## config.mk

```make
export PLATFORM = sky130hd
export DESIGN_NAME = display_scroll_ctrl_flat
export DESIGN_NICKNAME = d
export VERILOG_FILES = /design/src/rtl/display_pkg.sv /design/src/rtl/display_scroll_ctrl_if.sv /design/src/rtl/display_scroll_ctrl_tick_prescaler.sv /design/src/rtl/display_scroll_ctrl.sv /design/src/flat_wrapper.sv
export SDC_FILE = /design/constraint.sdc
export NUM_CORES = 1
export LEC_CHECK = 0
export ABC_CLOCK_PERIOD_IN_PS = 4560
export CAP_MARGIN = 20
export CORE_UTILIZATION = 50
export CTS_CLUSTER_SIZE = 16
export DETAILED_ROUTE_END_ITERATION = 16
export GPL_ROUTABILITY_DRIVEN = 0
export PLACE_DENSITY = 0.74
export SETUP_SLACK_MARGIN = 0.05
export SYNTH_ARGS = -nofsm -noshare
export SYNTH_HDL_FRONTEND = slang
export SYNTH_HIERARCHICAL = 1
export SYNTH_SLANG_ARGS = --single-unit
```

## constraint.sdc

```tcl
create_clock -name clk -period 4.56 [get_ports clk]
set_input_delay 1.368 -clock clk [delete_from_list [all_inputs] [get_ports clk]]
set_output_delay 1.368 -clock clk [all_outputs]
set_load 0.005 [all_outputs]
```

## src/rtl/display_pkg.sv

```systemverilog
// Shared types and constants for the character-rotation display path.
// Latency: n/a (declarations only).
// Backpressure: n/a.
//
// Contents: FSM state encoding for the scroll sequencer, default character
// count, and the active-low 7-segment codes used by the mux/decoder stage.
package display_pkg;

  typedef enum logic {
    ST_STOPPED = 1'b0,
    ST_RUNNING = 1'b1
  } state_t;

  localparam int DEFAULT_NUM_CHARS = 5;

  // Active-low segment codes, bit order {g,f,e,d,c,b,a}.
  localparam logic [6:0] SEG_H     = 7'b0001001;
  localparam logic [6:0] SEG_E     = 7'b0000110;
  localparam logic [6:0] SEG_L     = 7'b1000111;
  localparam logic [6:0] SEG_O     = 7'b1000000;
  localparam logic [6:0] SEG_BLANK = 7'b1111111;

endpackage

```

## src/rtl/display_scroll_ctrl_if.sv

```systemverilog
// Board-side control and mux-select bundle for the scroll sequencer.
// Latency: n/a (wiring only).
// Backpressure: none; all signals are levels or single-cycle pulses.
//
// Signals: run, dir, step (board -> sequencer); sel, tick, wrap, running
// (sequencer -> mux). The slave modport is the sequencer's view.
interface display_scroll_ctrl_if #(
  parameter int SEL_W = 3
);
  logic             run;
  logic             dir;
  logic             step;
  logic [SEL_W-1:0] sel;
  logic             tick;
  logic             wrap;
  logic             running;

  modport master (
    output run, dir, step,
    input  sel, tick, wrap, running
  );

  modport slave (
    input  run, dir, step,
    output sel, tick, wrap, running
  );
endinterface

```

## src/rtl/display_scroll_ctrl_tick_prescaler.sv

```systemverilog
// Modulo-TICK_DIV cycle counter with terminal-count flag.
// Latency: tc is combinational from the count register; count updates next edge.
// Backpressure: none; en stalls counting, clr forces the count to zero.
//
// Ports: clk, resetn (async active-low), clr (sync clear, wins over en),
// en (count enable), tc (high in the cycle the count sits at TICK_DIV-1 while enabled).
module tick_prescaler #(
  parameter int TICK_DIV = 50000000,
  parameter int CNT_W    = 26
) (
  input  logic clk,
  input  logic resetn,
  input  logic clr,
  input  logic en,
  output logic tc
);

  localparam logic [CNT_W-1:0] LAST = CNT_W'(TICK_DIV - 1);

  logic [CNT_W-1:0] cnt_q, cnt_d;

  assign tc = en && (cnt_q == LAST);

  always_comb begin
    cnt_d = cnt_q;
    if (clr) begin
      cnt_d = '0;
    end else if (en) begin
      cnt_d = tc ? '0 : cnt_q + 1'b1;
    end
  end

  always_ff @(posedge clk or negedge resetn) begin
    if (!resetn) begin
      cnt_q <= '0;
    end else begin
      cnt_q <= cnt_d;
    end
  end

endmodule

```

## src/rtl/display_scroll_ctrl.sv

```systemverilog
// Rotating select sequencer for the character mux (run/stop, up/down, optional step).
// Latency: first advance TICK_DIV cycles after entering RUNNING; step advance 3 edges after press.
// Backpressure: none; run=0 stops rotation immediately and beats a coincident terminal count.
//
// Ports: clk, resetn (async active-low), bus (slave modport: run, dir, step in;
// sel, tick, wrap, running out). All outputs come straight from flops.
// Optional feature macro: SCROLL_STEP_EN (pushbutton single-step while stopped).
module display_scroll_ctrl
  import display_pkg::*;
#(
  parameter int NUM_CHARS = DEFAULT_NUM_CHARS,
  parameter int SEL_W     = 3,
  parameter int TICK_DIV  = 50000000,
  parameter int CNT_W     = 26
) (
  input  logic                 clk,
  input  logic                 resetn,
  display_scroll_ctrl_if.slave bus
);

  localparam logic [SEL_W-1:0] LAST_SEL = SEL_W'(NUM_CHARS - 1);

  state_t           state_q, state_d;
  logic [SEL_W-1:0] sel_q,   sel_d;
  logic             tick_q,  tick_d;
  logic             wrap_q,  wrap_d;

  logic run_en;
  logic tc;
  logic step_adv;
  logic adv;

  // Prescaler only counts while RUNNING and run is still asserted, so a
  // stop request clears it in the same edge that would have advanced.
  assign run_en = (state_q == ST_RUNNING) && bus.run;

  tick_prescaler #(
    .TICK_DIV (TICK_DIV),
    .CNT_W    (CNT_W)
  ) u_prescaler (
    .clk    (clk),
    .resetn (resetn),
    .clr    (!run_en),
    .en     (run_en),
    .tc     (tc)
  );

`ifdef SCROLL_STEP_EN
  // Two flops for metastability, a third remembers the previous synced level.
  logic step_s1_q, step_s1_d;
  logic step_s2_q, step_s2_d;
  logic step_s3_q, step_s3_d;

  always_comb begin
    step_s1_d = bus.step;
    step_s2_d = step_s1_q;
    step_s3_d = step_s2_q;
  end

  always_ff @(posedge clk or negedge resetn) begin
    if (!resetn) begin
      step_s1_q <= 1'b0;
      step_s2_q <= 1'b0;
      step_s3_q <= 1'b0;
    end else begin
      step_s1_q <= step_s1_d;
      step_s2_q <= step_s2_d;
      step_s3_q <= step_s3_d;
    end
  end

  assign step_adv = step_s2_q && !step_s3_q && (state_q == ST_STOPPED);
`else
  logic unused_step;
  assign unused_step = bus.step;
  assign step_adv    = 1'b0;
`endif

  assign adv = tc || step_adv;

  always_comb begin
    state_d = state_q;
    sel_d   = sel_q;
    tick_d  = 1'b0;
    wrap_d  = 1'b0;

    case (state_q)
      ST_STOPPED: if (bus.run)  state_d = ST_RUNNING;
      ST_RUNNING: if (!bus.run) state_d = ST_STOPPED;
      default:                  state_d = ST_STOPPED;
    endcase

    // dir is only looked at here, on the advancing edge.
    if (adv) begin
      tick_d = 1'b1;
      if (bus.dir) begin
        if (sel_q == '0) begin
          sel_d  = LAST_SEL;
          wrap_d = 1'b1;
        end else begin
          sel_d = sel_q - 1'b1;
        end
      end else begin
        if (sel_q >= LAST_SEL) begin
          sel_d  = '0;
          wrap_d = 1'b1;
        end else begin
          sel_d = sel_q + 1'b1;
        end
      end
    end
  end

  always_ff @(posedge clk or negedge resetn) begin
    if (!resetn) begin
      state_q <= ST_STOPPED;
      sel_q   <= '0;
      tick_q  <= 1'b0;
      wrap_q  <= 1'b0;
    end else begin
      state_q <= state_d;
      sel_q   <= sel_d;
      tick_q  <= tick_d;
      wrap_q  <= wrap_d;
    end
  end

  assign bus.sel     = sel_q;
  assign bus.tick    = tick_q;
  assign bus.wrap    = wrap_q;
  assign bus.running = (state_q == ST_RUNNING);

endmodule

```

## src/flat_wrapper.sv

```systemverilog
// flat-port wrapper written by rule: the top's interface ports become plain ports
module display_scroll_ctrl_flat import display_pkg::*;
#(
  parameter int NUM_CHARS = DEFAULT_NUM_CHARS,
  parameter int SEL_W     = 3,
  parameter int TICK_DIV  = 50000000,
  parameter int CNT_W     = 26
)
  (clk, resetn, bus_run, bus_dir, bus_step, bus_sel, bus_tick, bus_wrap, bus_running);
  display_scroll_ctrl_if #(.SEL_W(SEL_W)) bus_i ();
  input  logic clk;
  input  logic resetn;
  input wire logic [$bits(bus_i.run)-1:0] bus_run;
  input wire logic [$bits(bus_i.dir)-1:0] bus_dir;
  input wire logic [$bits(bus_i.step)-1:0] bus_step;
  output wire logic [$bits(bus_i.sel)-1:0] bus_sel;
  output wire logic [$bits(bus_i.tick)-1:0] bus_tick;
  output wire logic [$bits(bus_i.wrap)-1:0] bus_wrap;
  output wire logic [$bits(bus_i.running)-1:0] bus_running;
  assign bus_i.run = bus_run;
  assign bus_i.dir = bus_dir;
  assign bus_i.step = bus_step;
  assign bus_sel = bus_i.sel;
  assign bus_tick = bus_i.tick;
  assign bus_wrap = bus_i.wrap;
  assign bus_running = bus_i.running;
  display_scroll_ctrl #(.NUM_CHARS(NUM_CHARS), .SEL_W(SEL_W), .TICK_DIV(TICK_DIV), .CNT_W(CNT_W)) u_core (.clk(clk), .resetn(resetn), .bus(bus_i));
endmodule
```

==> flow_metrics.env <==
export IMPL_hold_depth=2
export IMPL_clock_sinks=32
export IMPL_clockBufferDepth=2
export IMPL_final_instance_count_excl_fill=246
export IMPL_synth_flop_cell="dfrtp_1"
export IMPL_maxCapViolations=0
export IMPL_drtIter0Drc=59
export IMPL_antenna_found_initial=0
export IMPL_cts_made_buffers=5
export IMPL_met3_usage_pct=6.00
export IMPL_skew_ns=0.00677
export IMPL_power_switching_mw=0.106
export IMPL_final_common_cell="dfrtp_1"
export IMPL_drive_gt1_share_pct=8.50
export IMPL_cts_resized=0
export IMPL_report_final_hold_viol_count=0
export IMPL_synthCells=185
export IMPL_r2r_setup_slack_ns=2.33
export IMPL_clkPwrFrac_pct=36.8
export IMPL_power_frac_comb_pct=4.4
export IMPL_grt_busiest_layer="met2"
export IMPL_nets=210
export IMPL_startpoint_type="primary input"
export IMPL_required_ns=4.78
export IMPL_clk_pin_slew_worst_paths_ns=0.09
export IMPL_ys_top_cells_by_area="dfrtp_1 45%, xor2_1 6.8%, nor2_1 5.0%"
export IMPL_path_class="primary input to flip-flop"
export IMPL_htreeDepth=2
export IMPL_synth_edf_count=0
export IMPL_grt_pass1_wl_microns=6090
export IMPL_postSynthAreaPerCell_sq_um=9.68
export IMPL_grt_usage_pct=22.1
export IMPL_portBuffers=9
export IMPL_peakVddDrop_mv=0.131
export IMPL_multi_input_area_sq_um=950
export IMPL_tightest_slew_ns=0.515
export IMPL_hpwl_microns=2690
export IMPL_ys_async_sr_fraction_pct=100
export IMPL_first_global_vias=1340
export IMPL_r2r_cells=8
export IMPL_status="finished clean"
export IMPL_cp_end_kind="flip-flop"
export IMPL_ys_seq_elements=32
export IMPL_postRouteAntennaNets=0
export IMPL_clock_latency_ns=0.33
export IMPL_diodes=0
export IMPL_post_cts_buffers=0
export IMPL_core_area_sq_um=3390
export IMPL_grt_met1_usage_pct=29.0
export IMPL_path_max_fanout=12
export IMPL_leakage_nw=0.807
export IMPL_start_util_pct=52.9
export IMPL_num_vias=1443
export IMPL_r2r_end="u_core/u_prescaler/cnt_q[12]"
export IMPL_holdCritPathClass="flip-flop to flip-flop"
export IMPL_synth_cell_types=42
export IMPL_drc=0
export IMPL_fin_crit_sh_pct=74.3
export IMPL_syn_nets=195
export IMPL_cts_tree="built"
export IMPL_die_area_sq_um=3830
export IMPL_hold_path_end="u_core/u_prescaler/cnt_q[25]"
export IMPL_crit_arrival_ns=3.61
export IMPL_fp_row_count=21
export IMPL_fillers=296
export IMPL_ios=11
export IMPL_slew_headroom_pct=65.4
export IMPL_final_cell_mix="32 x dfrtp_1, 24 x nor2_1, 15 x nand3_1"
export IMPL_final_setup_tns_ns=0
export IMPL_dieWidth_microns=61.9
export IMPL_yosysWarnings=6
export IMPL_root_buffer="clkbuf_4"
export IMPL_viasPerCell=5.87
export IMPL_wl_per_cell_microns=14.7
export IMPL_hp_start="u_core/u_prescaler/cnt_q[25]"
export IMPL_finalMaxSlewViolations=0
export IMPL_die_h_microns=61.9
export IMPL_internal_power_mw=0.379
export IMPL_netlist_area_sq_um=1790
export IMPL_drt_first_pass_iters=4
export IMPL_p_seq_share_pct=58.9
export IMPL_overflow=0
export IMPL_synth_seq_area_share_pct=44.7
export IMPL_reg2reg_from="u_core/bus.running"
export IMPL_synth_top_area_share_pct=44.7
export IMPL_placed_cells=239
export IMPL_drt_wl_total_microns=3620
export IMPL_period_needed_ns=3.39
export IMPL_met2_usage_pct=34.9
export IMPL_setup_viol=0
export IMPL_seq_area_sq_um=801
export IMPL_yosysTopAreaCell="dfrtp_1"
export IMPL_clock_fmax_ghz=0.295
export IMPL_hold_buffers=0
export IMPL_rsz0062_at_grt="no"
export IMPL_grt_max_degree=33
export IMPL_power_density_nw_per_um2=241
export IMPL_syn_to_final_growth_pct=12.1
export IMPL_p_sw_share_pct=21.9
cells by family (layout without fill, tap and decap cells):
family	count (synthesis)	after routing	synth area share, %
and+or+nand+nor	97	97	30.9
DFF	32	32	44.7
xor gates and xnor gates	20	20	9.78
AOI/OAI and AO/OA	17	17	6.43
buffers and inverters	10	25	2.30
adders and majority gates	5	5	3.49
muxes	4	4	2.37
through the flow:
stage	power, mW	hold WS [ns]	cell area, sq um	setup WS (ns)	utilization [%]
after floorplan	0.300	0.499	1790	1.93	-
after global placement	0.312	0.522	1940	0.839	57.3
after detailed placement	0.313	0.551	1940	0.823	57.3
after CTS	0.493	0.576	2010	1.19	59.2
after global routing	0.508	0.618	2010	0.996	59.2
final	0.485	0.563	2010	1.17	59.2
worst max path at each step:
stage,start,slack (ns),end
after global placement,bus_run,0.84,u_core/u_prescaler/cnt_q[10]
final,bus_run,1.17,u_core/u_prescaler/cnt_q[12]
after floorplan,bus_run,1.93,u_core/bus.sel[2]
after global routing,bus_run,1.0,u_core/u_prescaler/cnt_q[12]
after detailed placement,bus_run,0.82,u_core/u_prescaler/cnt_q[12]
after CTS,bus_run,1.19,u_core/u_prescaler/cnt_q[12]
synth_stat cells, types with 4 or more instances:
master / n
xnor2_1: 6
and3_1: 4
nand3_1: 15
nand2_1: 13
nand4_1: 9
ha_1: 5
nand2b_1: 4
inv_1: 6
nor2_1: 24
and2_1: 4
dfrtp_1: 32
xor2_1: 14
a21oi_1: 4
registers in the layout (all words and copies together), names as in the netlist:
signal / cells
u_core/bus.sel: 3
u_core/u_prescaler/cnt_q: 26
u_core/bus.running: 1
u_core/bus.wrap: 1
u_core/bus.tick: 1
power groups by stage:
stage	logic [mW]	registers, mW	clock network, mW
2_1_floorplan	0.00901	0.291	0
3_3_place_gp	0.0213	0.291	0
3_5_place_dp	0.0219	0.291	0
4_1_cts	0.0220	0.285	0.186
5_1_grt	0.0244	0.285	0.198
6_report	0.0213	0.285	0.178
layer usage:
metal | up-vias | part of all wire (%)
met5 | - | 0
met4 | 0 | 1.6
met3 | 8 | 4.8
met2 | 34 | 48
met1 | 713 | 45
li1 | 688 | -
critical path, stage by stage:
cell and delay [ns]:
clkdlybuf4s50_1 0.48, nand2_1 0.22, inv_1 0.13, nor4b_1 0.30
and4_1 0.30, nand2_1 0.15, nand2b_1 0.32, buf_4 0.26
nor2_1 0.08
area by class of cell:
| cell class | instances | area share (%) |
|---|---|---|
| multi-input combinational | 143 | 47.3 |
| sequential | 32 | 39.9 |
| timing repair buffer | 12 | 5.61 |
| clock buffer | 7 | 3.24 |
| tap | 46 | 2.87 |
| inverter | 6 | 1.12 |
(Power assumes the default switching activity.)
==> variant 1, RTL diff (same flow settings) <==
`SEL_W` is set to 3 in 3 places; all go to 2.
--- a/src/rtl/display_scroll_ctrl_if.sv
+++ b/src/rtl/display_scroll_ctrl_if.sv
@@ -7,3 +7,3 @@
 interface display_scroll_ctrl_if #(
-  parameter int SEL_W = 3
+  parameter int SEL_W = 2
 );
--- a/src/rtl/display_scroll_ctrl.sv
+++ b/src/rtl/display_scroll_ctrl.sv
@@ -11,3 +11,3 @@
   parameter int NUM_CHARS = DEFAULT_NUM_CHARS,
-  parameter int SEL_W     = 3,
+  parameter int SEL_W     = 2,
   parameter int TICK_DIV  = 50000000,
--- a/src/flat_wrapper.sv
+++ b/src/flat_wrapper.sv
@@ -4,3 +4,3 @@
   parameter int NUM_CHARS = DEFAULT_NUM_CHARS,
-  parameter int SEL_W     = 3,
+  parameter int SEL_W     = 2,
   parameter int TICK_DIV  = 50000000,
Interface: changed (resized bus_sel); port bits go from 11 to 10. The function was not compared with the original's and may differ.
==> variant 1 against the original RTL <==
Wire length is 4.2% lower; total power down 7.1%; register-to-register slack worse by 0.17 ns; worst setup slack got worse by 0.17 ns; first-iteration DRC count is 46% higher; synthesized area decreased by 7.1%; sequential cell count decreased by 1; non-clock buffer count fell by 1; global-route usage grew 1.2 points; design area down 7.5%; sequential power fell by 3%; final cell count is 6.5% lower; largest power group unchanged.
==> variant 1: results (changes against the original RTL) <==
| Metric | Value |
|---|---|
| RR Endpoint | `u_core/u_prescaler/cnt_q[5] (was u_core/u_prescaler/cnt_q[12])` |
| Largest Register | `u_core/u_prescaler/cnt_q (unchanged)` |
| CTS max path bufs | `2 (unchanged)` |
| Post-Route WL | `3470 µm (was 3620 µm)` |
| Worst slew margin | `63.3% (was 65.4%)` |
| Top area cells in the synthesized netlist | `dfrtp_1 47%, xor2_1 7.4%, nor2_1 5.2% (was dfrtp_1 45%, xor2_1 6.8%, nor2_1 5.0%)` |
| Worst Skew | `0.00783 ns (was 0.00677 ns)` |
| Filler Cell Count | `287 (was 296)` |
| Post-synthesis sequential area ratio | `46.6% (was 44.7%)` |
| GR Util All Layers | `23.4% (was 22.1%)` |
| I/O Buffers | `8 (was 9)` |
| Top cells by count, synth | `31 x dfrtp_1, 23 x nor2_1, 14 x nand3_1, 14 x xor2_1, 11 x nand2_1 (was 32 x dfrtp_1, 24 x nor2_1, 15 x nand3_1, 14 x xor2_1, 13 x nand2_1)` |
| Vias in the first global route | `1321 (was 1340)` |
| Mapped Nets | `178 (was 195)` |
| H-tree lvl count | `2 (unchanged)` |
| Initial antenna violation count | `0 (unchanged)` |
| CTS buffer count | `5 (unchanged)` |
| Inst Count DP | `222 (was 239)` |
| Via/cell ratio | `5.94 (was 5.87)` |
| Worst IR drop on VDD | `0.201 mV (was 0.131 mV)` |
| P_leak | `0.750 nW (was 0.807 nW)` |
| DPL Wire Length | `2500 µm (was 2690 µm)` |
| Final Non-Filler Cells | `230 (was 246)` |
| Share of cells above drive strength 1 | `9.14% (was 8.50%)` |
| RR Startpoint | `u_core/bus.running (unchanged)` |
| Drt pass-1 iters | `4 (unchanged)` |
| Worst Path Max Fanout | `13 (was 12)` |
| Max reg flops | `26 (unchanged)` |
| Min-Delay Endpoint | `u_core/u_prescaler/cnt_q[25] (unchanged)` |
| Flop-to-flop setup slack | `2.16 ns (was 2.33 ns)` |
| CP arrival | `3.77 ns (was 3.61 ns)` |
| Setup tns final | `0 ns (unchanged)` |
| Fin Hold WS | `0.543 ns (was 0.563 ns)` |
| Hold_sp | `u_core/u_prescaler/cnt_q[25] (unchanged)` |
| Largest net degree at the start of global routing | `32 (was 33)` |
| Nets@finish | `192 (was 210)` |
| DR iter-0 viols | `86 (was 59)` |
| Post-synth cell types | `39 (was 42)` |
| Status | `complete, no violations (unchanged)` |
| Syn Area/Cell | `9.74 µm² (was 9.68 µm²)` |
| First-pass GRT wire length | `6000 µm (was 6090 µm)` |
| Switching fraction of total power | `24.1% (was 21.9%)` |
## variant 1: routing by layer
| layer | share of wire (%) | global-route usage [%] |
|---|---|---|
| met2 | 47 | 37.0 |
| met3 | 4.9 | 5.41 |
| met1 | 44 | 29.1 |
| met4 | 3.8 | 13.6 |
| met5 | 0 | 0 |
## variant 1: final cells by class
| class | instances | area share, % |
|---|---|---|
| clock buffers | 6 | 2.22 |
| clock inverters | 2 | 0.673 |
| inverters | 5 | 1.01 |
| multi-input cells | 131 | 45.9 |
| flip-flops and latches | 31 | 41.8 |
| well taps | 44 | 2.96 |
| repair buffers | 11 | 5.52 |
## variant 1: cells by family (layout without fill, tap and decap cells)
family,Yosys count,in the layout,synth area share [%]
compound gates,15,15,5.71
xor+xnor,20,20,10.5
fa+ha+maj,2,2,1.50
buf+inv,9,24,2.25
flops,31,31,46.6
mux,2,2,1.35
simple gates,92,92,32.1
## variant 1: worst max-delay path: stages
cell and delay, ns:
clkdlybuf4s50_1 0.48, nand2_1 0.24, inv_1 0.39, nor4b_1 0.38
and4_1 0.32, nand2_1 0.17, nand2b_1 0.15, buf_4 0.20
nor2_1 0.08
## variant 1: stage by stage
| step | cell area (µm²) | setup slack (ns) |
|---|---|---|
| floorplan | 1670 | 1.95 |
| global placement | 1800 | 0.829 |
| detailed placement | 1800 | 0.734 |
| CTS | 1860 | 1.07 |
| global route | 1860 | 0.863 |
| finish | 1860 | 1.00 |
## variant 1: power by group through the flow
stage                     logic (mW)  clock network (mW)  registers [mW]
after CTS                     0.0214               0.158           0.276
after global placement        0.0210                   0           0.282
after global routing          0.0237               0.172           0.277
after detailed placement      0.0213                   0           0.282
final                         0.0210               0.153           0.276
after floorplan              0.00890                   0           0.282
==> variant 2, RTL diff (config.mk and constraints unchanged) <==
Made on the original files. `TICK_DIV` is set to 50000000 in 3 places; all go to 25000000.
--- a/src/rtl/display_scroll_ctrl_tick_prescaler.sv
+++ b/src/rtl/display_scroll_ctrl_tick_prescaler.sv
@@ -7,3 +7,3 @@
 module tick_prescaler #(
-  parameter int TICK_DIV = 50000000,
+  parameter int TICK_DIV = 25000000,
   parameter int CNT_W    = 26
--- a/src/rtl/display_scroll_ctrl.sv
+++ b/src/rtl/display_scroll_ctrl.sv
@@ -12,3 +12,3 @@
   parameter int SEL_W     = 3,
-  parameter int TICK_DIV  = 50000000,
+  parameter int TICK_DIV  = 25000000,
   parameter int CNT_W     = 26
--- a/src/flat_wrapper.sv
+++ b/src/flat_wrapper.sv
@@ -5,3 +5,3 @@
   parameter int SEL_W     = 3,
-  parameter int TICK_DIV  = 50000000,
+  parameter int TICK_DIV  = 25000000,
   parameter int CNT_W     = 26
Function: same outputs for any inputs over 10 cycles, from zero or initial values and one cycle with resetn low; that may be too few to reach the edited logic, so the function may still have changed.
==> variant 2 against the original RTL <==
Combinational power grew 9.4%; count of clock-buffer cells in the layout grew 1; clock power grew 22%; largest power group unchanged; total power grew 8.7%; synthesized area grew 3.1%; worst setup slack gained 0.20 ns; wire length grew 5.7%; non-clock buffer count grew 1; sequential cell count is the same; critical path depth shrank 1; design area grew 3.2%; register-to-register slack gained 0.11 ns; synthesized cell count grew 9.2%.
==> variant 2: results (changes against the original RTL) <==
| Metric | Value |
|---|---|
| Gate count of the mapped netlist | `202 (was 185)` |
| CP arrival | `3.39 ns (was 3.61 ns)` |
| Vias in the first global route | `1472 (was 1340)` |
| Largest delay share family, worst path | `simple AND/OR/NAND/NOR gates (unchanged)` |
| Status | `complete, no violations (unchanged)` |
| Comb power | `0.0233 mW (was 0.0213 mW)` |
| Fin Hold WS | `0.559 ns (was 0.563 ns)` |
| Cells on worst reg2reg path | `5 (was 8)` |
| Mux cell area share after synthesis | `1.69% (was 2.37%)` |
| Diode count | `0 (unchanged)` |
| Flop-to-flop setup slack | `2.44 ns (was 2.33 ns)` |
| Nets@finish | `222 (was 210)` |
| Routed length per instance | `14.8 µm (was 14.7 µm)` |
| First-pass GRT wire length | `6670 µm (was 6090 µm)` |
| Post-synthesis sequential area ratio | `43.3% (was 44.7%)` |
| Synth Area in Compound Gates | `13.2% (was 6.42%)` |
| Mapped Nets | `212 (was 195)` |
| Share of cells above drive strength 1 | `6.10% (was 8.50%)` |
| M2 GR Usage | `34.5% (was 34.9%)` |
| Via/cell ratio | `6.07 (was 5.87)` |
| Inst Count DP | `251 (was 239)` |
| Worst Path Max Fanout | `9 (was 12)` |
| Flop+latch power | `0.286 mW (was 0.285 mW)` |
| RR Endpoint | `u_core/bus.sel[2] (was u_core/u_prescaler/cnt_q[12])` |
| Worst slew pin tran | `0.862 ns (was 0.515 ns)` |
| XOR/XNOR share of the synthesized area | `5.69% (was 9.78%)` |
| Met1 Use GR | `28.0% (was 29.0%)` |
| Switching fraction of total power | `21.1% (was 21.9%)` |
| Min-Delay Endpoint | `u_core/u_prescaler/cnt_q[20] (was u_core/u_prescaler/cnt_q[25])` |
| CTS clk-pin slew, worst paths | `0.06 ns (was 0.09 ns)` |
| I/O Buffers | `9 (unchanged)` |
| Worst Skew | `0.00372 ns (was 0.00677 ns)` |
| Top area cells in the synthesized netlist | `dfrtp_1 43%, nor2_1 4.7%, nand4_1 3.7% (was dfrtp_1 45%, xor2_1 6.8%, nor2_1 5.0%)` |
| Clk_lat worst skew | `0.28 ns (was 0.33 ns)` |
| Top cells by count, synth | `32 x dfrtp_1, 23 x nor2_1, 12 x nand2_1, 12 x nand3_1, 11 x nand4_1 (was 32 x dfrtp_1, 24 x nor2_1, 15 x nand3_1, 14 x xor2_1, 13 x nand2_1)` |
| Placed inst area | `1980 µm² (was 1940 µm²)` |
| Max Clk Rate | `0.314 GHz (was 0.295 GHz)` |
| Total number of vias | `1571 (was 1443)` |
| GR Util All Layers | `21.2% (was 22.1%)` |
| RR Startpoint | `u_core/u_prescaler/cnt_q[3] (was u_core/bus.running)` |
| DPL Wire Length | `2700 µm (was 2690 µm)` |
| Dpl ws | `1.12 ns (was 0.823 ns)` |
| Worst IR drop on VDD | `0.160 mV (was 0.131 mV)` |
| Post-synth cell types | `43 (was 42)` |
| Adder-cell share of the synthesized area | `3.39% (was 3.49%)` |
variant 2: worst max path at each step:
| stage | slack, ns | cells past startpoint | endpoint | from |
|---|---|---|---|---|
| 2_1_floorplan | 1.75 | 6 | u_core/u_prescaler/cnt_q[13] | bus_run |
| 3_3_place_gp | 1.18 | 6 | u_core/u_prescaler/cnt_q[13] | bus_run |
| 3_5_place_dp | 1.12 | 8 | u_core/bus.sel[2] | bus_run |
| 4_1_cts | 1.40 | 8 | u_core/bus.sel[2] | bus_run |
| 5_1_grt | 1.14 | 8 | u_core/bus.sel[2] | bus_run |
| 6_report | 1.37 | 8 | u_core/bus.sel[2] | bus_run |
variant 2: final cells by class:
cell class,count,area [µm²]
Sequential cell,32,801
Fill cell,304,1370
Inverter,5,18.8
Multi-Input combinational cell,155,986
Timing Repair Buffer,13,120
Tap cell,46,57.6
Clock buffer,8,90.1
variant 2: per-layer routing:
layer,up-vias,wire length [µm]
met5,-,0
met4,0,41
met3,5,170
met2,45,1820
met1,757,1800
li1,764,-
